$ cat src/rtl/serial_adder_pkg.sv
// -----------------------------------------------------------------------------
// serial_adder_pkg
// Shared types and helpers for the bit-serial adder.
//   state_e    : control FSM states (IDLE, RUN, DONE), 2-bit encoding
//   cnt_width  : width of the bit counter for a given operand width
// -----------------------------------------------------------------------------
package serial_adder_pkg;

  typedef enum logic [1:0] {
    IDLE = 2'd0,
    RUN  = 2'd1,
    DONE = 2'd2
  } state_e;

  // Counter only has to reach WIDTH-1, so $clog2(WIDTH) bits suffice.
  // Clamped to 1 so the counter never collapses to zero width.
  function automatic int cnt_width(input int w);
    return (w <= 2) ? 1 : $clog2(w);
  endfunction

endpackage

$ cat src/rtl/Full_Adder.sv
// -----------------------------------------------------------------------------
// Full_Adder
// Single-bit full-adder cell.
//   a, b, cin : addend bits and carry-in
//   s         : sum bit
//   cout      : carry-out
// -----------------------------------------------------------------------------
module Full_Adder (
  input  logic a,
  input  logic b,
  input  logic cin,
  output logic s,
  output logic cout
);

  assign s    = a ^ b ^ cin;
  assign cout = (a & b) | (a & cin) | (b & cin);

endmodule

$ cat src/rtl/serial_adder.sv
// -----------------------------------------------------------------------------
// serial_adder
// Bit-serial two-operand adder: one full-adder cell plus a registered carry,
// one bit per clock, LSB first. Operands arrive on a valid/ready handshake and
// the result (sum, carry-out, signed overflow) leaves on a second one.
//   clk, rst_n          : clock (rising edge), asynchronous active-low reset
//   in_valid/in_ready   : operand handshake
//   in_a, in_b, in_cin  : operands and carry-in, sampled on the accepting edge
//   out_valid/out_ready : result handshake
//   out_sum             : A+B+cin modulo 2^WIDTH
//   out_cout            : carry out of bit WIDTH-1
//   out_ovf             : signed overflow (carry into MSB ^ carry out of MSB)
// -----------------------------------------------------------------------------
module serial_adder
  import serial_adder_pkg::*;
#(
  parameter int WIDTH = 16
) (
  input  logic             clk,
  input  logic             rst_n,
  input  logic             in_valid,
  output logic             in_ready,
  input  logic [WIDTH-1:0] in_a,
  input  logic [WIDTH-1:0] in_b,
  input  logic             in_cin,
  output logic             out_valid,
  input  logic             out_ready,
  output logic [WIDTH-1:0] out_sum,
  output logic             out_cout,
  output logic             out_ovf
);

  localparam int CNT_W = cnt_width(WIDTH);
  localparam logic [CNT_W-1:0] CNT_LAST   = CNT_W'(WIDTH - 1);
  localparam logic [CNT_W-1:0] CNT_PREMSB = CNT_W'(WIDTH - 2);

  state_e             state_q, state_d;
  logic [WIDTH-1:0]   a_sr_q, a_sr_d;
  logic [WIDTH-1:0]   b_sr_q, b_sr_d;
  logic [WIDTH-1:0]   sum_sr_q, sum_sr_d;
  logic               carry_q, carry_d;
  logic [CNT_W-1:0]   cnt_q, cnt_d;
  logic               ovf_c_q, ovf_c_d;
  logic [WIDTH-1:0]   out_sum_q, out_sum_d;
  logic               out_cout_q, out_cout_d;
  logic               out_ovf_q, out_ovf_d;

  logic fa_s;
  logic fa_co;

  Full_Adder u_fa (
    .a    (a_sr_q[0]),
    .b    (b_sr_q[0]),
    .cin  (carry_q),
    .s    (fa_s),
    .cout (fa_co)
  );

  // in_ready is gated by rst_n so nothing can be offered a handshake while
  // the block is held in reset.
  assign in_ready  = rst_n && (state_q == IDLE);
  assign out_valid = (state_q == DONE);
  assign out_sum   = out_sum_q;
  assign out_cout  = out_cout_q;
  assign out_ovf   = out_ovf_q;

  always_comb begin
    state_d    = state_q;
    a_sr_d     = a_sr_q;
    b_sr_d     = b_sr_q;
    sum_sr_d   = sum_sr_q;
    carry_d    = carry_q;
    cnt_d      = cnt_q;
    ovf_c_d    = ovf_c_q;
    out_sum_d  = out_sum_q;
    out_cout_d = out_cout_q;
    out_ovf_d  = out_ovf_q;

    case (state_q)
      IDLE: begin
        if (in_valid && in_ready) begin
          a_sr_d  = in_a;
          b_sr_d  = in_b;
          carry_d = in_cin;
          cnt_d   = '0;
          state_d = RUN;
        end
      end

      RUN: begin
        // Sum bits enter at the MSB and move down, so after WIDTH shifts
        // bit 0 of the result sits at sum_sr[0].
        sum_sr_d = {fa_s, sum_sr_q[WIDTH-1:1]};
        a_sr_d   = a_sr_q >> 1;
        b_sr_d   = b_sr_q >> 1;
        carry_d  = fa_co;

        // Carry produced by bit WIDTH-2 is the carry into the MSB.
        if (cnt_q == CNT_PREMSB) begin
          ovf_c_d = fa_co;
        end

        if (cnt_q == CNT_LAST) begin
          state_d    = DONE;
          out_sum_d  = {fa_s, sum_sr_q[WIDTH-1:1]};
          out_cout_d = fa_co;
          out_ovf_d  = ovf_c_q ^ fa_co;
        end else begin
          cnt_d = cnt_q + CNT_W'(1);
        end
      end

      DONE: begin
        // Result registers are left untouched here and after the handshake;
        // only out_valid drops when the state returns to IDLE.
        if (out_ready) begin
          state_d = IDLE;
        end
      end

      default: begin
        state_d = IDLE;
      end
    endcase
  end

  always_ff @(posedge clk or negedge rst_n) begin
    if (!rst_n) begin
      state_q    <= IDLE;
      a_sr_q     <= '0;
      b_sr_q     <= '0;
      sum_sr_q   <= '0;
      carry_q    <= 1'b0;
      cnt_q      <= '0;
      ovf_c_q    <= 1'b0;
      out_sum_q  <= '0;
      out_cout_q <= 1'b0;
      out_ovf_q  <= 1'b0;
    end else begin
      state_q    <= state_d;
      a_sr_q     <= a_sr_d;
      b_sr_q     <= b_sr_d;
      sum_sr_q   <= sum_sr_d;
      carry_q    <= carry_d;
      cnt_q      <= cnt_d;
      ovf_c_q    <= ovf_c_d;
      out_sum_q  <= out_sum_d;
      out_cout_q <= out_cout_d;
      out_ovf_q  <= out_ovf_d;
    end
  end

endmodule

$ cat config.mk
export PLATFORM = sky130hd
export DESIGN_NAME = serial_adder
export DESIGN_NICKNAME = d
export VERILOG_FILES = /design/src/rtl/serial_adder_pkg.sv /design/src/rtl/Full_Adder.sv /design/src/rtl/serial_adder.sv
export SDC_FILE = /design/constraint.sdc
export NUM_CORES = 1
export LEC_CHECK = 0
export CORE_ASPECT_RATIO = 1.4
export CORE_MARGIN = 4
export CORE_UTILIZATION = 51
export CTS_CLUSTER_DIAMETER = 60
export DETAILED_ROUTE_END_ITERATION = 12
export GPL_TIMING_DRIVEN = 0
export PLACE_DENSITY = 0.77
export SETUP_SLACK_MARGIN = 0.2
export SLEW_MARGIN = 20
export SYNTH_ARGS = -nofsm -noshare
export SYNTH_HDL_FRONTEND = slang
export SYNTH_HIERARCHICAL = 1
export SYNTH_SLANG_ARGS = --single-unit
$ cat constraint.sdc
create_clock -name clk -period 2.6 [get_ports clk]
set_clock_uncertainty 0.2 [all_clocks]
set_input_delay 0.52 -clock clk [delete_from_list [all_inputs] [get_ports clk]]
set_output_delay 0.52 -clock clk [all_outputs]
set_load 0.005 [all_outputs]
==> results.yml <==
synthesis:
  synthAdderAreaFrac_pct: 1.49
  syn-num-nets: 326
  synth.distinct_cells: 27
  synthSimpleGateAreaFrac_pct: 18.4
  synth_top_family_by_area: "simple AND/OR/NAND/NOR gates"
  synthFlopType: "dfrtp_1"
  synth_area_leaders: "dfrtp_1, mux2_2, o22ai_1, nand2_1, nor3_1"
  syn_inst: 286
  synth_edf_count: 0
  syn_area_per_cell_um2: 10.6
  synth_common_cells: "dfrtp_1, nand2_1, o22ai_1"
  synth_top_area_share_pct: 60.4
  async_flop_share_pct: 100
  ys_ff_latch: 73
  synth-compound-area-share_pct: 7.65
  synth_mux_area_share_pct: 7.73
  syn_area_um2: 3030
  yosysWarnings: 6
  yosysMostFrequentCell: "dfrtp_1"
  yosys.area_share.xor_xnor_pct: 0.868
  synth.yosys.seq_area_share_pct: 60.4
  synth_top_cell_by_area: "dfrtp_1"
finish:
  area_delta_synth_final_pct: 33.7
  diodes: 0
  seq_area_um2: 1830
  drive_gt1_share_pct: 12.6
  multi_input_area_um2: 1090
  final_cell_count_no_fill: 432
  final_nets: 400
  fillers: 425
pwr:
  power.density_nw_per_um2: 1120
  power.leakage_nw: 1.80
  total_power_w: 0.00455
  peakVddDrop_mv: 0.649
setup_path:
  reg2reg_from: "state_q[1]"
  crit_buf_inv: 1
  crit_chain: "nor3b_1 -> clkdlybuf4s50_1"
  critical_path.startpoint: "state_q[1]"
  path_class: "flip-flop to output port"
  cp_slowest_cell: "clkdlybuf4s50_1"
  crit_family: "buffers and inverters"
  arrival_ps: 1550
  end_kind: "output port"
  worst_setup_path_start_kind: "flip-flop"
  crit_fanout: 6
  critPathRequiredTime_ps: 1880
  slowest_delay_ps: 530
timing:
  worst_slack_ps: 328
  timing.fmax_ghz: 0.440
  post-route-period-util_pct: 87.4
  slew_headroom_pct: 64.0
  worstMarginPinSlew_ps: 535
  hold_viol_final: 0
  layout_min_cycle_time_ps: 2270
  rsz0062_at_grt: "no"
  setup_viol: 0
  drv_slew: 0
floorplanning:
  fp.coreArea_um2: 5650
  die_w_um: 73.1
  io_pins: 57
  die-area_um2: 7250
  num_rows: 32
  die_y_um: 99.2
  initial_core_util_pct: 53.6
placed_design:
  place_ws_ps: -98.7
  placed_cells: 411
  port_buffers: 56
  dpl.hpwl_mm: 4.41
  place.gp.congestion: 0.808
clocking:
  cts-root-buf: "clkbuf_8"
  cts_max_level: 3
  numCtsBuffers: 9
  cts.clk_slew.worst_paths_ps: 70
  tritoncts: "done"
  clockBufferDepth: 2
  insertion_delay_ps: 350
  post_cts_buffers: 0
  clock_sinks: 73
detailed_routing:
  post_drt_wl_per_cell_um: 15.0
  num_vias: 2358
  wl_mm: 6.49
  antenna_left: 0
  avgViaCountPerCell: 5.46
  drc: 0
  dr.pass1.iters: 4
  drt_first_iter_violations: 121
status:
  status: "finished clean"
global_routing:
  overflow: 0
  grtUsageTotal_pct: 19.7
  grt_antenna_before_repair: 0
  grt_pass1_wl_mm: 11.1
  grt_pass1_vias: 2365
  grt_max_degree: 31
job:
  cap_viol_max_count: 0
hold_path:
  hold_path.class: "input pin to async pin"
==> worst register-to-register path: stages (launching register included) <==
cell and delay [ps]:
dfrtp_1 440, nand2b_1 180, buf_6 140, nor3_4 460, buf_6 230, mux2_2 350
==> path summary, 6_finish.rpt <==
check	end	depth (start not counted)	slack (ps)
setup reg to reg	out_sum[10]	5	490
setup / recovery	in_ready	2	330
min in group clk	sum_sr_q[3]	2	300
hold reg to reg	sum_sr_q[3]	2	300
max in group asynchronous	a_sr_q[9]	3	1270
hold / removal	sum_sr_q[11]	2	20
==> state kept, by name (all words and copies together), names as in the netlist <==
name	cells
b_sr_q	16
a_sr_q	16
cnt_q	4
sum_sr_q	15
out_sum	16
ovf_c_q	1
state_q	2
out_cout	1
out_ovf	1
carry_q	1
==> stage by stage <==
stage / hold slack (ps) / utilization [%] / area [µm²] / TNS (ps)
6_report: 18.8 / 71.7 / 4050 / 0
5_1_grt: 11.2 / 71.7 / 4050 / 0
4_1_cts: 11.3 / 71.7 / 4050 / 0
3_5_place_dp: 276 / 65.4 / 3690 / -1100
3_3_place_gp: 264 / 65.0 / 3670 / -209990
2_1_floorplan: 24.4 / - / 3030 / 0
==> cell usage in the layout, fill, tap and decap left out <==
| cell | netlist | routed |
|---|---|---|
| nand3_1 | 3 | 3 |
| clkbuf_1 | 13 | 15 |
| clkinv_2 | 0 | 1 |
| nand4bb_1 | 1 | 1 |
| dlygate4sd3_1 | 0 | 2 |
| buf_6 | 2 | 2 |
| nor3b_1 | 1 | 1 |
| xor2_1 | 1 | 1 |
| a22o_1 | 1 | 1 |
| nor3_1 | 31 | 31 |
| mux2_2 | 19 | 19 |
| nor2_1 | 31 | 31 |
| clkdlybuf4s50_1 | 0 | 55 |
| inv_1 | 3 | 3 |
| mux2i_1 | 2 | 2 |
| a21o_1 | 1 | 1 |
| buf_12 | 0 | 3 |
| nor4bb_1 | 1 | 1 |
| nand2_1 | 53 | 53 |
| o21ai_0 | 2 | 2 |
| ha_1 | 2 | 2 |
| clkbuf_8 | 0 | 10 |
| a21oi_1 | 1 | 1 |
| nor2b_1 | 2 | 2 |
| bufbuf_16 | 0 | 2 |
| buf_16 | 0 | 1 |
| nand2b_1 | 1 | 1 |
| nor3_4 | 1 | 1 |
| dfrtp_1 | 73 | 73 |
| bufinv_16 | 0 | 2 |
| xnor2_1 | 2 | 2 |
| buf_2 | 5 | 5 |
| nand4_1 | 1 | 1 |
| fa_1 | 1 | 1 |
| o22ai_1 | 32 | 32 |
==> routing by layer <==
metal  track usage (%)  wire, µm  vias to the layer above
li1                  -         -                     1137
met1              24.7      2590                     1142
met2              32.9      3430                       67
met3              5.16       346                       12
met4              6.39       128                        0
met5                 0         0                        -
==> power breakdown <==
part	switching (W)	internal (W)	total [W]
Sequential	0.000312	0.00163	0.00194
Combinational	0.000834	0.000822	0.00166
Clock	0.000390	0.000560	0.000951
Total	0.00154	0.00301	0.00455
==> cells by family after synthesis <==
| family | count (synthesis) |
|---|---|
| compound gates | 37 |
| mux | 21 |
| xor+xnor | 3 |
| buf+inv | 23 |
| simple gates | 126 |
| flops | 73 |
| fa+ha+maj | 3 |
==> area by class of cell <==
cell class	instances	share of cell area, %
buffer	20	2.38
inverter	3	0.278
sequential	73	45.2
timing repair buffer	63	17.9
tap	68	2.10
clock inverter	3	1.61
clock buffer	12	3.59
multi-input combinational	190	27.0
==> repair_timing <==
item | 4_1_cts | 5_1_grt
hold buffers | 4 | 0
gates resized for setup | 4 | 0
hold endpoints to repair | 30 | 0
setup endpoints to repair | 1 | 0
Note: power is estimated with default switching activity, not from simulation.
